**config.mk**
```make
export PLATFORM = sky130hd
export DESIGN_NAME = alu_issue_ctrl
export DESIGN_NICKNAME = d
export VERILOG_FILES = /design/src/rtl/alu_issue_ctrl.sv
export SDC_FILE = /design/constraint.sdc
export NUM_CORES = 1
export LEC_CHECK = 0
export BUFFER_PORTS_ARGS = -buffer_cell sky130_fd_sc_hd__buf_2
export CORE_ASPECT_RATIO = 0.9
export CORE_MARGIN = 5
export CORE_UTILIZATION = 45
export DETAILED_ROUTE_END_ITERATION = 10
export GPL_TIMING_DRIVEN = 0
export PLACE_DENSITY = 0.82
export RECOVER_POWER = 100
export SLEW_MARGIN = 0
export SYNTH_ARGS = -nofsm -noshare
export SYNTH_HDL_FRONTEND = slang
export SYNTH_SLANG_ARGS = --single-unit
```
**constraint.sdc**
```tcl
create_clock -name i_clk -period 3.37 [get_ports i_clk]
set_input_delay 1.011 -clock i_clk [delete_from_list [all_inputs] [get_ports i_clk]]
set_output_delay 1.011 -clock i_clk [all_outputs]
set_load 0.02 [all_outputs]
```
**src/rtl/alu_issue_ctrl.sv**
```systemverilog
// RV32I issue controller: decodes one bundle, drives the external ALU,
// then registers the writeback/branch record behind a valid/ready handshake.
module alu_issue_ctrl #(
    parameter int EXEC_CYCLES = 1
) (
    input  logic        i_clk,
    input  logic        i_reset,
    input  logic        i_in_valid,
    output logic        o_in_ready,
    input  logic [31:0] i_instr,
    input  logic [31:0] i_pc,
    input  logic [31:0] i_rs1_data,
    input  logic [31:0] i_rs2_data,
    output logic [31:0] o_alu_x,
    output logic [31:0] o_alu_y,
    output logic [3:0]  o_alu_control,
    input  logic [31:0] i_alu_resultado,
    input  logic        i_alu_zero,
    output logic        o_out_valid,
    input  logic        i_out_ready,
    output logic [31:0] o_wb_data,
    output logic [4:0]  o_rd_addr,
    output logic        o_wb_en,
    output logic        o_is_mem,
    output logic        o_br_taken,
    output logic [31:0] o_br_target,
    output logic        o_illegal
);

    typedef enum logic [1:0] {
        S_IDLE,
        S_EXEC,
        S_DONE
    } state_t;

    localparam logic [2:0] LAST = 3'(EXEC_CYCLES - 1);

    state_t      r_state;
    state_t      w_next;
    logic [2:0]  r_cnt;
    logic        r_out_valid;
    logic        r_is_slt;
    logic        r_is_br;
    logic        r_br_eq;
    logic [31:0] r_alu_x;
    logic [31:0] r_alu_y;
    logic [3:0]  r_alu_ctl;
    logic [31:0] r_wb_data;
    logic [4:0]  r_rd;
    logic        r_wb_en;
    logic        r_is_mem;
    logic        r_br_taken;
    logic [31:0] r_br_target;
    logic        r_illegal;

    logic [6:0]  w_opcode;
    logic [2:0]  w_f3;
    logic [6:0]  w_f7;
    logic [31:0] w_imm_i;
    logic [31:0] w_imm_s;
    logic [31:0] w_imm_b;
    logic [31:0] w_imm_u;
    logic        w_op_reg;
    logic        w_op_imm;
    logic        w_op_load;
    logic        w_op_store;
    logic        w_op_br;
    logic        w_op_lui;
    logic        w_op_auipc;
    logic [31:0] w_x;
    logic [31:0] w_y;
    logic [3:0]  w_ctl;
    logic        w_illegal;
    logic        w_is_slt;
    logic        w_is_br;
    logic        w_br_eq;
    logic        w_is_mem;
    logic        w_store;
    logic        w_wb_en;
    logic        w_accept;
    logic        w_f7_ok;
    logic        w_last;

    assign w_opcode   = i_instr[6:0];
    assign w_f3       = i_instr[14:12];
    assign w_f7       = i_instr[31:25];
    assign w_imm_i    = {{20{i_instr[31]}}, i_instr[31:20]};
    assign w_imm_s    = {{20{i_instr[31]}}, i_instr[31:25],
                         i_instr[11:7]};
    assign w_imm_b    = {{19{i_instr[31]}}, i_instr[31], i_instr[7],
                         i_instr[30:25], i_instr[11:8], 1'b0};
    assign w_imm_u    = {i_instr[31:12], 12'b0};
    assign w_op_reg   = (w_opcode == 7'b0110011);
    assign w_op_imm   = (w_opcode == 7'b0010011);
    assign w_op_load  = (w_opcode == 7'b0000011);
    assign w_op_store = (w_opcode == 7'b0100011);
    assign w_op_br    = (w_opcode == 7'b1100011);
    assign w_op_lui   = (w_opcode == 7'b0110111);
    assign w_op_auipc = (w_opcode == 7'b0010111);
    // funct7=0100000 is only meaningful for SUB and SRA
    assign w_f7_ok    = (w_f7 == 7'h00) ||
                        (w_f7 == 7'h20 && (w_f3 == 3'b000 ||
                                           w_f3 == 3'b101));

    always_comb begin
        w_x       = i_rs1_data;
        w_y       = i_rs2_data;
        w_ctl     = 4'b0000;
        w_illegal = 1'b0;
        w_is_slt  = 1'b0;
        w_is_br   = 1'b0;
        w_br_eq   = 1'b0;
        w_is_mem  = 1'b0;
        w_store   = 1'b0;
        unique case (1'b1)
            w_op_reg: begin
                w_illegal = !w_f7_ok;
                case (w_f3)
                    3'b000: w_ctl = w_f7[5] ? 4'b0111 : 4'b0000;
                    3'b001: w_ctl = 4'b1000;
                    3'b010,
                    3'b011: begin
                        w_ctl    = 4'b0100;
                        w_is_slt = 1'b1;
                    end
                    3'b100: w_ctl = 4'b1001;
                    3'b101: w_ctl = w_f7[5] ? 4'b1110 : 4'b1010;
                    3'b110: w_ctl = 4'b0001;
                    default: w_ctl = 4'b0010;
                endcase
                if (w_f3 == 3'b001 || w_f3 == 3'b101)
                    w_y = {27'b0, i_rs2_data[4:0]};
            end
            w_op_imm: begin
                w_y = w_imm_i;
                case (w_f3)
                    3'b000: w_ctl = 4'b0000;
                    3'b001: begin
                        w_ctl     = 4'b1000;
                        w_y       = {27'b0, i_instr[24:20]};
                        w_illegal = (w_f7 != 7'h00);
                    end
                    3'b010,
                    3'b011: begin
                        w_ctl    = 4'b0100;
                        w_is_slt = 1'b1;
                    end
                    3'b100: w_ctl = 4'b1001;
                    3'b101: begin
                        w_ctl     = w_f7[5] ? 4'b1110 : 4'b1010;
                        w_y       = {27'b0, i_instr[24:20]};
                        w_illegal = (w_f7 != 7'h00) &&
                                    (w_f7 != 7'h20);
                    end
                    3'b110: w_ctl = 4'b0001;
                    default: w_ctl = 4'b0010;
                endcase
            end
            w_op_load: begin
                w_y       = w_imm_i;
                w_is_mem  = 1'b1;
                w_illegal = (w_f3 != 3'b010);
            end
            w_op_store: begin
                w_y       = w_imm_s;
                w_is_mem  = 1'b1;
                w_store   = 1'b1;
                w_illegal = (w_f3 != 3'b010);
            end
            w_op_br: begin
                w_is_br = 1'b1;
                case (w_f3)
                    3'b000: begin
                        w_ctl   = 4'b1111;
                        w_br_eq = 1'b1;
                    end
                    3'b001: begin
                        w_ctl   = 4'b0011;
                        w_br_eq = 1'b1;
                    end
                    3'b100, 3'b110: w_ctl = 4'b0100;
                    3'b101, 3'b111: w_ctl = 4'b1011;
                    default: w_illegal = 1'b1;
                endcase
            end
            w_op_lui: begin
                w_x   = 32'h0;
                w_y   = w_imm_u;
                w_ctl = 4'b0110;
            end
            w_op_auipc: begin
                w_x = i_pc;
                w_y = w_imm_u;
            end
            default: w_illegal = 1'b1;
        endcase
    end

    assign w_wb_en  = !w_illegal && !w_store && !w_is_br &&
                      (i_instr[11:7] != 5'd0);
    assign w_accept = i_in_valid && (r_state == S_IDLE);
    assign w_last   = (r_cnt == LAST);

    always_comb begin
        w_next = r_state;
        unique case (r_state)
            S_IDLE: if (w_accept)
                w_next = w_illegal ? S_DONE : S_EXEC;
            S_EXEC: if (w_last) w_next = S_DONE;
            S_DONE: if (r_out_valid && i_out_ready)
                w_next = S_IDLE;
            default: w_next = S_IDLE;
        endcase
    end

    always_ff @(posedge i_clk) begin
        if (i_reset) begin
            r_state     <= S_IDLE;
            r_cnt       <= 3'd0;
            r_out_valid <= 1'b0;
            r_is_slt    <= 1'b0;
            r_is_br     <= 1'b0;
            r_br_eq     <= 1'b0;
            r_alu_x     <= 32'h0;
            r_alu_y     <= 32'h0;
            r_alu_ctl   <= 4'b0000;
            r_wb_data   <= 32'h0;
            r_rd        <= 5'd0;
            r_wb_en     <= 1'b0;
            r_is_mem    <= 1'b0;
            r_br_taken  <= 1'b0;
            r_br_target <= 32'h0;
            r_illegal   <= 1'b0;
        end else begin
            r_state <= w_next;
            // first DONE cycle settles the record before it is offered
            r_out_valid <= (r_state == S_DONE) &&
                           !(r_out_valid && i_out_ready);
            if (w_accept) begin
                r_cnt       <= 3'd0;
                r_alu_x     <= w_x;
                r_alu_y     <= w_y;
                r_alu_ctl   <= w_ctl;
                r_is_slt    <= w_is_slt;
                r_is_br     <= w_is_br;
                r_br_eq     <= w_br_eq;
                r_rd        <= i_instr[11:7];
                r_wb_en     <= w_wb_en;
                r_is_mem    <= w_is_mem && !w_illegal;
                r_illegal   <= w_illegal;
                r_br_target <= i_pc + w_imm_b;
                r_wb_data   <= 32'h0;
                r_br_taken  <= 1'b0;
            end
            if (r_state == S_EXEC) begin
                r_cnt <= r_cnt + 3'd1;
                if (w_last) begin
                    r_wb_data  <= r_is_slt ?
                                  {31'b0, ~i_alu_zero} :
                                  i_alu_resultado;
                    r_br_taken <= r_is_br &&
                                  (r_br_eq ? i_alu_zero :
                                             ~i_alu_zero);
                end
            end
        end
    end

    assign o_in_ready    = (r_state == S_IDLE);
    assign o_out_valid   = r_out_valid;
    assign o_alu_x       = r_alu_x;
    assign o_alu_y       = r_alu_y;
    assign o_alu_control = r_alu_ctl;
    assign o_wb_data     = r_wb_data;
    assign o_rd_addr     = r_rd;
    assign o_wb_en       = r_wb_en;
    assign o_is_mem      = r_is_mem;
    assign o_br_taken    = r_br_taken;
    assign o_br_target   = r_br_target;
    assign o_illegal     = r_illegal;

endmodule

```
# ---- Word level (Yosys, flattened, before mapping)
# Index checks and enable logic that the tools add are counted.
dict set report classes {
  addsub 2
  n_eq_ne 22
  mux 35
  bitwise_logic 1
  reduce_logical 35
}
# operator count
set op_table {}
lappend op_table {{$mux 32} 6}
lappend op_table {{$pmux 32 s5} 1}
lappend op_table {{$pmux 32 s2} 1}
lappend op_table {{$pmux 4 s6} 2}
lappend op_table {{$add 32x32->32} 1}
lappend op_table {{$pmux 4 s4} 2}
lappend op_table {{$eq 7x6->1 const B} 4}
lappend op_table {{$reduce_or 2->1} 8}
lappend op_table {{$eq 7x5->1 const B} 2}
lappend op_table {{$eq 3x3->1 const B} 4}
lappend op_table {{$mux 1} 12}
lappend op_table {{$mux 3} 4}
lappend op_table {{$logic_and 1x1->1} 10}
lappend op_table {{$mux 2} 4}
lappend op_table {{$eq 7x2->1 const B} 1}
lappend op_table {{$eq 7x7->1 const B} 1}
lappend op_table {{$logic_not 7->1} 1}
lappend op_table {{$ne 7x6->1 const B} 1}
lappend op_table {{$reduce_bool 7->1} 1}
lappend op_table {{$eq 3x2->1 const B} 2}
lappend op_table {{$logic_not 3->1} 2}
lappend op_table {{$pmux 2 s3} 1}
lappend op_table {{$reduce_or 6->1} 1}
lappend op_table {{$logic_not 1->1} 5}
lappend op_table {{other kinds (15)} 18}
dict set report word_totals {
  regBits 150
  elab_cells 111
}

# ---- Logic depth before layout (Yosys ltp)
# Gate-level depths: netlist (run 1).
dict set report logic_depth {
  ltp_word 10
  mapped_depth 9
  mapped_depth_nobuf 9
}

# ---- Worst setup path before layout (run 1)
# OpenSTA, ideal clock, no wires.
dict set report synth_timing {
  path_kind {input-to-reg}
  from {input port i_instr[29]}
  to {register r_br_target[30] (netlist: o_br_target[30])}
  setup_ns 0.117
  t_arrival_ns 2.924
  setup_slack_ns 0.328
  stages 8
  path_buffers 1
  path_cell_list {ha_1 -> buf_6 -> a2111oi_4 -> o21ai_2 -> a221o_1 -> o2111a_1 -> or3_1 -> a32o_1}
}
dict set report synth_via {
  elab_chain_cells 1
}
# item line
set synth_lines {}
lappend synth_lines {{start, declared} 10} ;# input logic [31:0] i_instr,
lappend synth_lines {{$add 32x32->32} 251} ;# r_br_target <= i_pc + w_imm_b;
lappend synth_lines {{end signal, assigned} 251}
lappend synth_lines {{end, declared} 53} ;# logic [31:0] r_br_target;
# Every way passes these cells.
# A chain may end at the register's enable or synchronous reset.

# ---- Final worst setup path (run 1)
dict set report layout_timing {
  from {input port i_instr[8]}
  to {register r_br_target[17] (netlist: o_br_target[17])}
}
# Same word-level chain as after synthesis.

==> results of run 1 <==
## path summary, 6_finish.rpt
kind	to	slack, ns	cells past startpoint
setup / recovery	o_br_target[17]$_SDFFE_PP0P_	0.22	10
hold / removal	o_rd_addr[4]$_SDFFE_PP0P_	0.46	2
setup reg to reg	o_br_target[17]$_SDFFE_PP0P_	0.63	6
hold reg to reg	o_rd_addr[4]$_SDFFE_PP0P_	0.46	2
## final cells by class
class	count	area (um^2)
Fill cell	1760	7298
Sequential cell	150	3003
Inverter	20	75.07
Clock inverter	15	181.4
Buffer	74	294.0
Clock buffer	17	425.4
Multi-Input combinational cell	767	4691
Tap cell	240	300.3
Timing Repair Buffer	305	1344
## cell usage in the layout (no fill, tap or decap), types with 11 or more instances in the layout
cell	count
a311oi_1	31
nand3b_1	40
clkbuf_16	17
a22oi_1	56
nor2_1	121
or3_1	11
inv_1	20
nand3_1	21
clkbuf_1	216
a211oi_1	19
o21ai_0	57
a21oi_1	88
nand2_1	110
nor3_1	30
dfxtp_1	150
ha_1	32
buf_2	159
## what timing repair did
action / 4_1_cts / 5_1_grt
setup endpoints to repair: 0 / 3
endpoints found under the hold margin: 0 / 0
gates resized for setup: 0 / 1
## logic make-up after synthesis
family / share of synthesized area, %
flip-flops: 37.22
AND/OR/NAND/NOR: 22.89
buffers and inverters: 4.652
multiplexers: 0.3722
adder cells (fa/ha/maj): 5.210
AO/OA/AOI/OAI: 28.58
XOR/XNOR: 1.086
## power groups by stage
stage / Clock (uW) / Combinational [uW] / Sequential (uW)
final: 1990 / 1130 / 1960
after detailed placement: 0 / 1150 / 1990
after global placement: 0 / 1140 / 1990
after floorplan: 0 / 557 / 2130
after global routing: 2090 / 1240 / 1970
after CTS: 2000 / 1160 / 1950
## flip-flops by register name, summed over array words and instances (netlist names)
name / flops
r_state: 2
o_rd_addr: 5
r_cnt: 3
o_wb_data: 32
r_br_eq: 1
r_is_slt: 1
o_alu_x: 32
r_is_br: 1
o_illegal: 1
o_br_taken: 1
o_br_target: 32
o_is_mem: 1
o_alu_y: 32
o_out_valid: 1
o_wb_en: 1
o_alu_control: 4
## worst max-delay path, delay by kind of cell
family | cells | cell delay, ns
AOI/OAI and AO/OA | 4 | 1.31
adders and majority gates | 2 | 0.62
buffers and inverters | 2 | 0.22
and+or+nand+nor | 1 | 0.21
xor gates and xnor gates | 1 | 0.13
## stage by stage
stage	instance area, um^2	setup TNS [ns]	worst slack [ns]	util [%]	cells
floorplan	8069	0	0.3283	-	1012
global placement	9896	-1.944	-0.2840	56.19	1557
detailed placement	9896	-2.204	-0.3191	56.19	1557
CTS	10500	0	0.1309	59.63	1589
global route	10310	0	0.09565	58.56	1588
finish	10310	0	0.2199	58.56	1588
## per-layer routing
| layer | GRT usage (%) | wire length (um) | vias up |
|---|---|---|---|
| met3 | 7.318 | 3075 | 67 |
| li1 | - | - | 4408 |
| met1 | 39.52 | 13460 | 4407 |
| met5 | 0 | 0 | - |
| met2 | 47.81 | 14470 | 457 |
| met4 | 9.013 | 792 | 0 |
==> impl_results.md, run 1 <==
- Outcome: completed
- Count of different cell masters after synthesis: 71
- Startpoint of the worst setup timing path: i_instr[8]
- Part of the power in combinational logic: 22.3%
- Launching element type of the critical path: primary input
- Die span in x: 151.2 um
- Number of buffers inserted to repair setup after CTS: 0
- Register area share after synthesis: 37.22%
- WL final: 31800 um
- Cell Int Power: 3389 uW
- Classification of the worst setup path: in -> reg
- Fraction of final layout cells with drive strength greater than 1: 15.36%
- Number of buffers on the longest clock path: 2
- Initial standard-cell utilization of the core: 45.82%
- Count of warnings emitted by yosys: 0
- Cell count after synthesis: 1012
- Area overhead of the layout relative to synthesis: 27.82%
- Full die area: 0.02071 mm^2
- Max-cap viol count: 0
- Number of buffers inserted by port buffering: 305
- Row cnt: 46
- Final number of setup-violating endpoints: 0
- Violation count after the first detailed-routing iteration: 901
- Headroom to the max-slew limit: 38.61%
- CP max FO: 5
- Max incr delay on CP: 0.45 ns
- Count of flip-flops with a built-in enable after synthesis: 0
- Gpl congestion: 0.9513
- Highest achievable clock rate: 0.3175 GHz
- Switching share of total power: 33.33%
- Fraction of power consumed by the clock network: 39.2%
- Final hold violations: 0
- H-Tree Depth: 4
- Share of synthesized flip-flops with an asynchronous set or reset: 0%
- Unrepaired setup endpoints after global routing: false
- Post-synth net total: 1210
- Tightest Pin Transition: 0.9138 ns
- Smallest hold slack: 0.4576 ns
- Detail-routed via count per cell: 5.881
- Router iterations before antenna repair: 8
- Mapped Area: 0.008069 mm^2
- TritonCTS Sinks: 150
- VDD IR-drop max: 0.3805 mV
- Number of vias after detailed routing: 9339
- Period minus WS final: 3.150 ns
- Final clock skew: 0.008375 ns
- Power after layout: 5083 uW
- TritonCTS Buffers: 17
- Mapped Avg Cell Area: 7.973 um^2
- Net load switching power: 1695 uW
- # DRC: 0
- Share of the clock period used by the worst path: 93.47%
- Net count of the finished layout: 1533
- Area share of the largest cell type after synthesis: 37.22%
- Worst-path clk slew: 0.07 ns
- Total global-route track usage: 29.73%
- Die Height: 137.0 um
- Yosys top cell by area: dfxtp_1
- Worst EP required: 3.70 ns
- Sequential share of power: 38.5%
- Residual antenna-violating net count after detailed routing: 0
- Total grt overflow: 0
- TritonCTS clock tree: done
- Final slew viol count: 0
- Number of synthesized register bits: 150
- Top cell types by occurrence after synthesis: 150 x dfxtp_1, 121 x nor2_1, 110 x nand2_1
- Number of antenna repair diodes: 0
- Arrival time at the worst endpoint: 3.48 ns
- Chain of cells forming the critical path: buf_2 -> ha_1 -> inv_1 -> fa_1 -> nand2b_1 -> a21o_1 -> a211o_1 -> a21oi_1 -> xnor2_1 -> a211oi_1
- Wire length of the first global-routing pass: 47770 um
- I/O pin count: 308
- Hold_buf cts: 0
- Cell chosen for the clock root: clkbuf_16
- Leakage power: 0.004109 uW
- Top FF cell, synth: dfxtp_1
- RR Startpoint: r_state[1]$_SDFFE_PP0P_
- Placed wire-length estimate: 24780 um
- Cell with the most instances after synthesis: dfxtp_1
- Pin count of the biggest net entering global routing: 24
- Slowest stage cell, crit path: a21oi_1
- Core area: 0.01761 mm^2
- Start point of the worst hold path: o_rd_addr[4]$_SDFFE_PP0P_
- Class of the worst hold path: reg -> reg
- Top cells by area, synth: dfxtp_1 37%, nor2_1 5.6%, a21oi_1 5.5%
- Endpoint class of the critical path: flip-flop
- Average wire per cell in the routed design: 20.02 um
- Vias in the first global route: 8870
- Skew-Pair Late Insertion Delay: 0.44 ns
- Cell Pwr Density: 492.9 mW/mm^2
- Initial antenna violation count: 0
Power figures use the tool's default switching activity.
==> run 2: changes to the inputs <==
--- a/config.mk
+++ b/config.mk
@@ -6,7 +6,7 @@
 export NUM_CORES = 1
 export LEC_CHECK = 0
 export BUFFER_PORTS_ARGS = -buffer_cell sky130_fd_sc_hd__buf_2
-export CORE_ASPECT_RATIO = 0.9
+export CORE_ASPECT_RATIO = 0.5
 export CORE_MARGIN = 5
 export CORE_UTILIZATION = 45
 export DETAILED_ROUTE_END_ITERATION = 10
==> run 2 against run 1 <==
Sequential share of layout area hardly changed. Largest cell class unchanged. Maximum frequency is 3.7% lower. Clock-buffer cell count is 3 higher. Design area is 0.16% lower. Sequential power hardly changed. Highest routed layer unchanged. Critical path depth stayed put. Via count is 0.21% higher. Critical endpoint unchanged. Clock skew is 0.0011 ns higher. Non-clock buffer count is 1 higher. Cell count is 0.38% lower. Global-route usage is 1.8 points lower. Wire length is 3.7% lower. Critical path type unchanged.
==> impl_results.md, run 2 (synthesis results as in run 1) <==
- Number of antenna repair diodes: 0 (unchanged)
- RR Startpoint: r_state[1]$_SDFFE_PP0P_
- Number of buffers inserted by port buffering: 305 (unchanged)
- Placed Instances: 1551 (-0.39%)
- Net count of the finished layout: 1534 (+0.065%)
- Area overhead of the layout relative to synthesis: 27.62%
- Tightest Pin Transition: 0.8406 ns (-0.07319 ns)
- Cell Pwr Density: 492.2 mW/mm^2 (-0.14%)
- Cell Int Power: 3411 uW (+0.64%)
- Endpoint class of the critical path: flip-flop
- Post-DP Area: 0.009888 mm^2 (about the same)
- Start point of the worst hold path: o_br_target[12]$_SDFFE_PP0P_
- Final hold violations: 0 (unchanged)
- Worst Setup Slack post-DPL: -0.3191 ns (+0.00002200 ns)
- TritonCTS clock tree: done
- Max-cap viol count: 0 (unchanged)
- Full die area: 0.02087 mm^2 (+0.77%)
- Total grt overflow: 0 (unchanged)
- Worst-path clk slew: 0.07 ns (about the same)
- Number of buffers on the longest clock path: 2 (unchanged)
- Highest achievable clock rate: 0.3057 GHz (-3.7%)
- R2R depth: 7 (+1)
- Area taken by multi-input logic gates: 0.004691 mm^2 (unchanged)
- Placed wire-length estimate: 23740 um (-4.2%)
- Residual antenna-violating net count after detailed routing: 0 (unchanged)
- Headroom to the max-slew limit: 43.53% (+4.9 points)
- Initial standard-cell utilization of the core: 46.15% (+0.33 points)
- I/O pin count: 308 (unchanged)
- Die Height: 104.7 um (-24%)
- # DRC: 0 (unchanged)
- Post-cts sizing count: 0 (unchanged)
- Setup total negative slack: 0 ns (unchanged)
- Number of non-filler instances in the completed layout: 1582 (-0.38%)
- Sequential share of power: 38.6% (about the same)
- H-Tree Depth: 4 (unchanged)
- Most common library cell in the layout ignoring fill and taps: clkbuf_1
- Switching share of total power: 32.71% (-0.63 points)
- Number of vias after detailed routing: 9359 (+0.21%)
- Average wire per cell in the routed design: 19.35 um (-3.3%)
- Leakage power: 0.004102 uW (-0.16%)
- Total global-route track usage: 27.96% (-1.8 points)
- Pin count of the biggest net entering global routing: 24 (unchanged)
- Vias in the first global route: 8951 (+0.91%)
- Startpoint of the worst setup timing path: i_instr[8]
- Setup ws final: 0.09847 ns (-0.1215 ns)
- Final slew viol count: 0 (unchanged)
- Share of the clock period used by the worst path: 97.08% (+3.6 points)
- Cell chosen for the clock root: clkbuf_16
- Fraction of final layout cells with drive strength greater than 1: 15.13% (-0.22 points)
- Launching element type of the critical path: primary input
- Hold path endpoint: o_br_target[12]$_SDFFE_PP0P_
- VDD IR-drop max: 0.3964 mV (+4.2%)
- Die span in x: 199.4 um (+32%)
- Final std cell area, no fill: 0.01030 mm^2 (-0.16%)
- Detail-routed via count per cell: 5.916 (+0.59%)
- FF-to-FF setup slack: 0.45 ns (-0.18 ns)
- Hold Path Depth: 2 (unchanged)
- Filler cell count in the final layout: 1690 (-4.0%)
- Number of buffers inserted to repair setup after CTS: 0 (unchanged)
- Core area: 0.01748 mm^2 (-0.72%)
- Classification of the worst setup path: in -> reg
- WL final: 30620 um (-3.7%)
- Unrepaired setup endpoints after global routing: false
- Reg2Reg Capture Point: o_br_target[5]$_SDFFE_PP0P_
- Period minus WS final: 3.272 ns (+0.1215 ns)
- Skew-Pair Late Insertion Delay: 0.43 ns (about the same)
- Commonest non-fill, non-tap cells in the layout: 219 x clkbuf_1, 157 x buf_2, 150 x dfxtp_1
- CP max FO: 5 (unchanged)
- Initial antenna violation count: 0 (unchanged)
- Router iterations before antenna repair: 6 (-2)
- Net load switching power: 1658 uW (-2.2%)
- Part of the power in combinational logic: 22.5% (+0.2 points)
- Gpl congestion: 0.9380 (-1.4%)
- Violation count after the first detailed-routing iteration: 785 (-13%)
- Row cnt: 34 (-26%)
- Final clock skew: 0.009517 ns (+0.001142 ns)
- Wire length of the first global-routing pass: 47080 um (-1.4%)
- Hold_buf cts: 0 (unchanged)
- Class of the worst hold path: reg -> reg
- Fraction of power consumed by the clock network: 38.9% (-0.3 points)
- Final number of setup-violating endpoints: 0 (unchanged)
- Outcome: completed
- Worst EP required: 3.72 ns (+0.02 ns)
- TritonCTS Buffers: 17 (unchanged)
- Arrival time at the worst endpoint: 3.62 ns (+0.14 ns)
- TritonCTS Sinks: 150 (unchanged)
- Area used by sequential logic in the layout: 0.003003 mm^2 (unchanged)
## run 2: cell types whose count changed in the layout (fill, tap and decap cells not counted), sizes merged
| cell | delta |
|---|---|
| buf | -2 |
| inv | -4 |
| clkbuf | +6 |
## run 2: worst max-delay path by stage
| stage | endpoint | cells past startpoint |
|---|---|---|
| floorplan | o_br_target[30]$_SDFFE_PP0P_ | 8 |
| global route | o_br_target[17]$_SDFFE_PP0P_ | 10 |
| finish | o_br_target[17]$_SDFFE_PP0P_ | 10 |
| global placement | o_br_target[30]$_SDFFE_PP0P_ | 9 |
| CTS | o_br_target[30]$_SDFFE_PP0P_ | 9 |
| detailed placement | o_br_target[30]$_SDFFE_PP0P_ | 9 |
## run 2: through the flow
step	hold WS, ns	utilization [%]	power (uW)
finish	0.4542	58.90	5068
global route	0.4755	58.90	5274
CTS	0.4514	59.96	5090
detailed placement	0.4428	56.56	3136
global placement	0.4345	56.56	3107
floorplan	0.4545	-	2689
## run 2: layout make-up
class                           instances  area share, %
Multi-Input combinational cell        767          45.55
Tap cell                              234          2.843
Clock buffer                           20          4.435
Inverter                               20         0.7290
Clock inverter                         11          1.349
Sequential cell                       150          29.16
Timing Repair Buffer                  305          13.04
Buffer                                 75          2.892
## run 2: layer usage
metal	share of wire, %	wire [um]	vias up	track usage, %
li1	-	-	4401	-
met1	42	12740	4389	37.01
met2	46	14150	486	45.46
met3	8.8	2694	83	5.627
met4	3.3	1025	0	10.17
met5	0	0	-	0
## run 2: power groups by stage
stage          clock network (uW)  registers (uW)  logic, uW
6_report                     1970            1960       1140
3_3_place_gp                    0            1980       1120
2_1_floorplan                   0            2130        557
5_1_grt                      2070            1970       1230
4_1_cts                      1990            1950       1150
3_5_place_dp                    0            1990       1140
## run 2: worst max-delay path, stage by stage
cell and delay, ns:
buf_2 0.15, ha_1 0.24, inv_1 0.07, fa_1 0.38, nand2b_1 0.20, a21o_1 0.24
a211o_1 0.37, a21oi_1 0.44, xnor2_1 0.26, a211oi_1 0.27
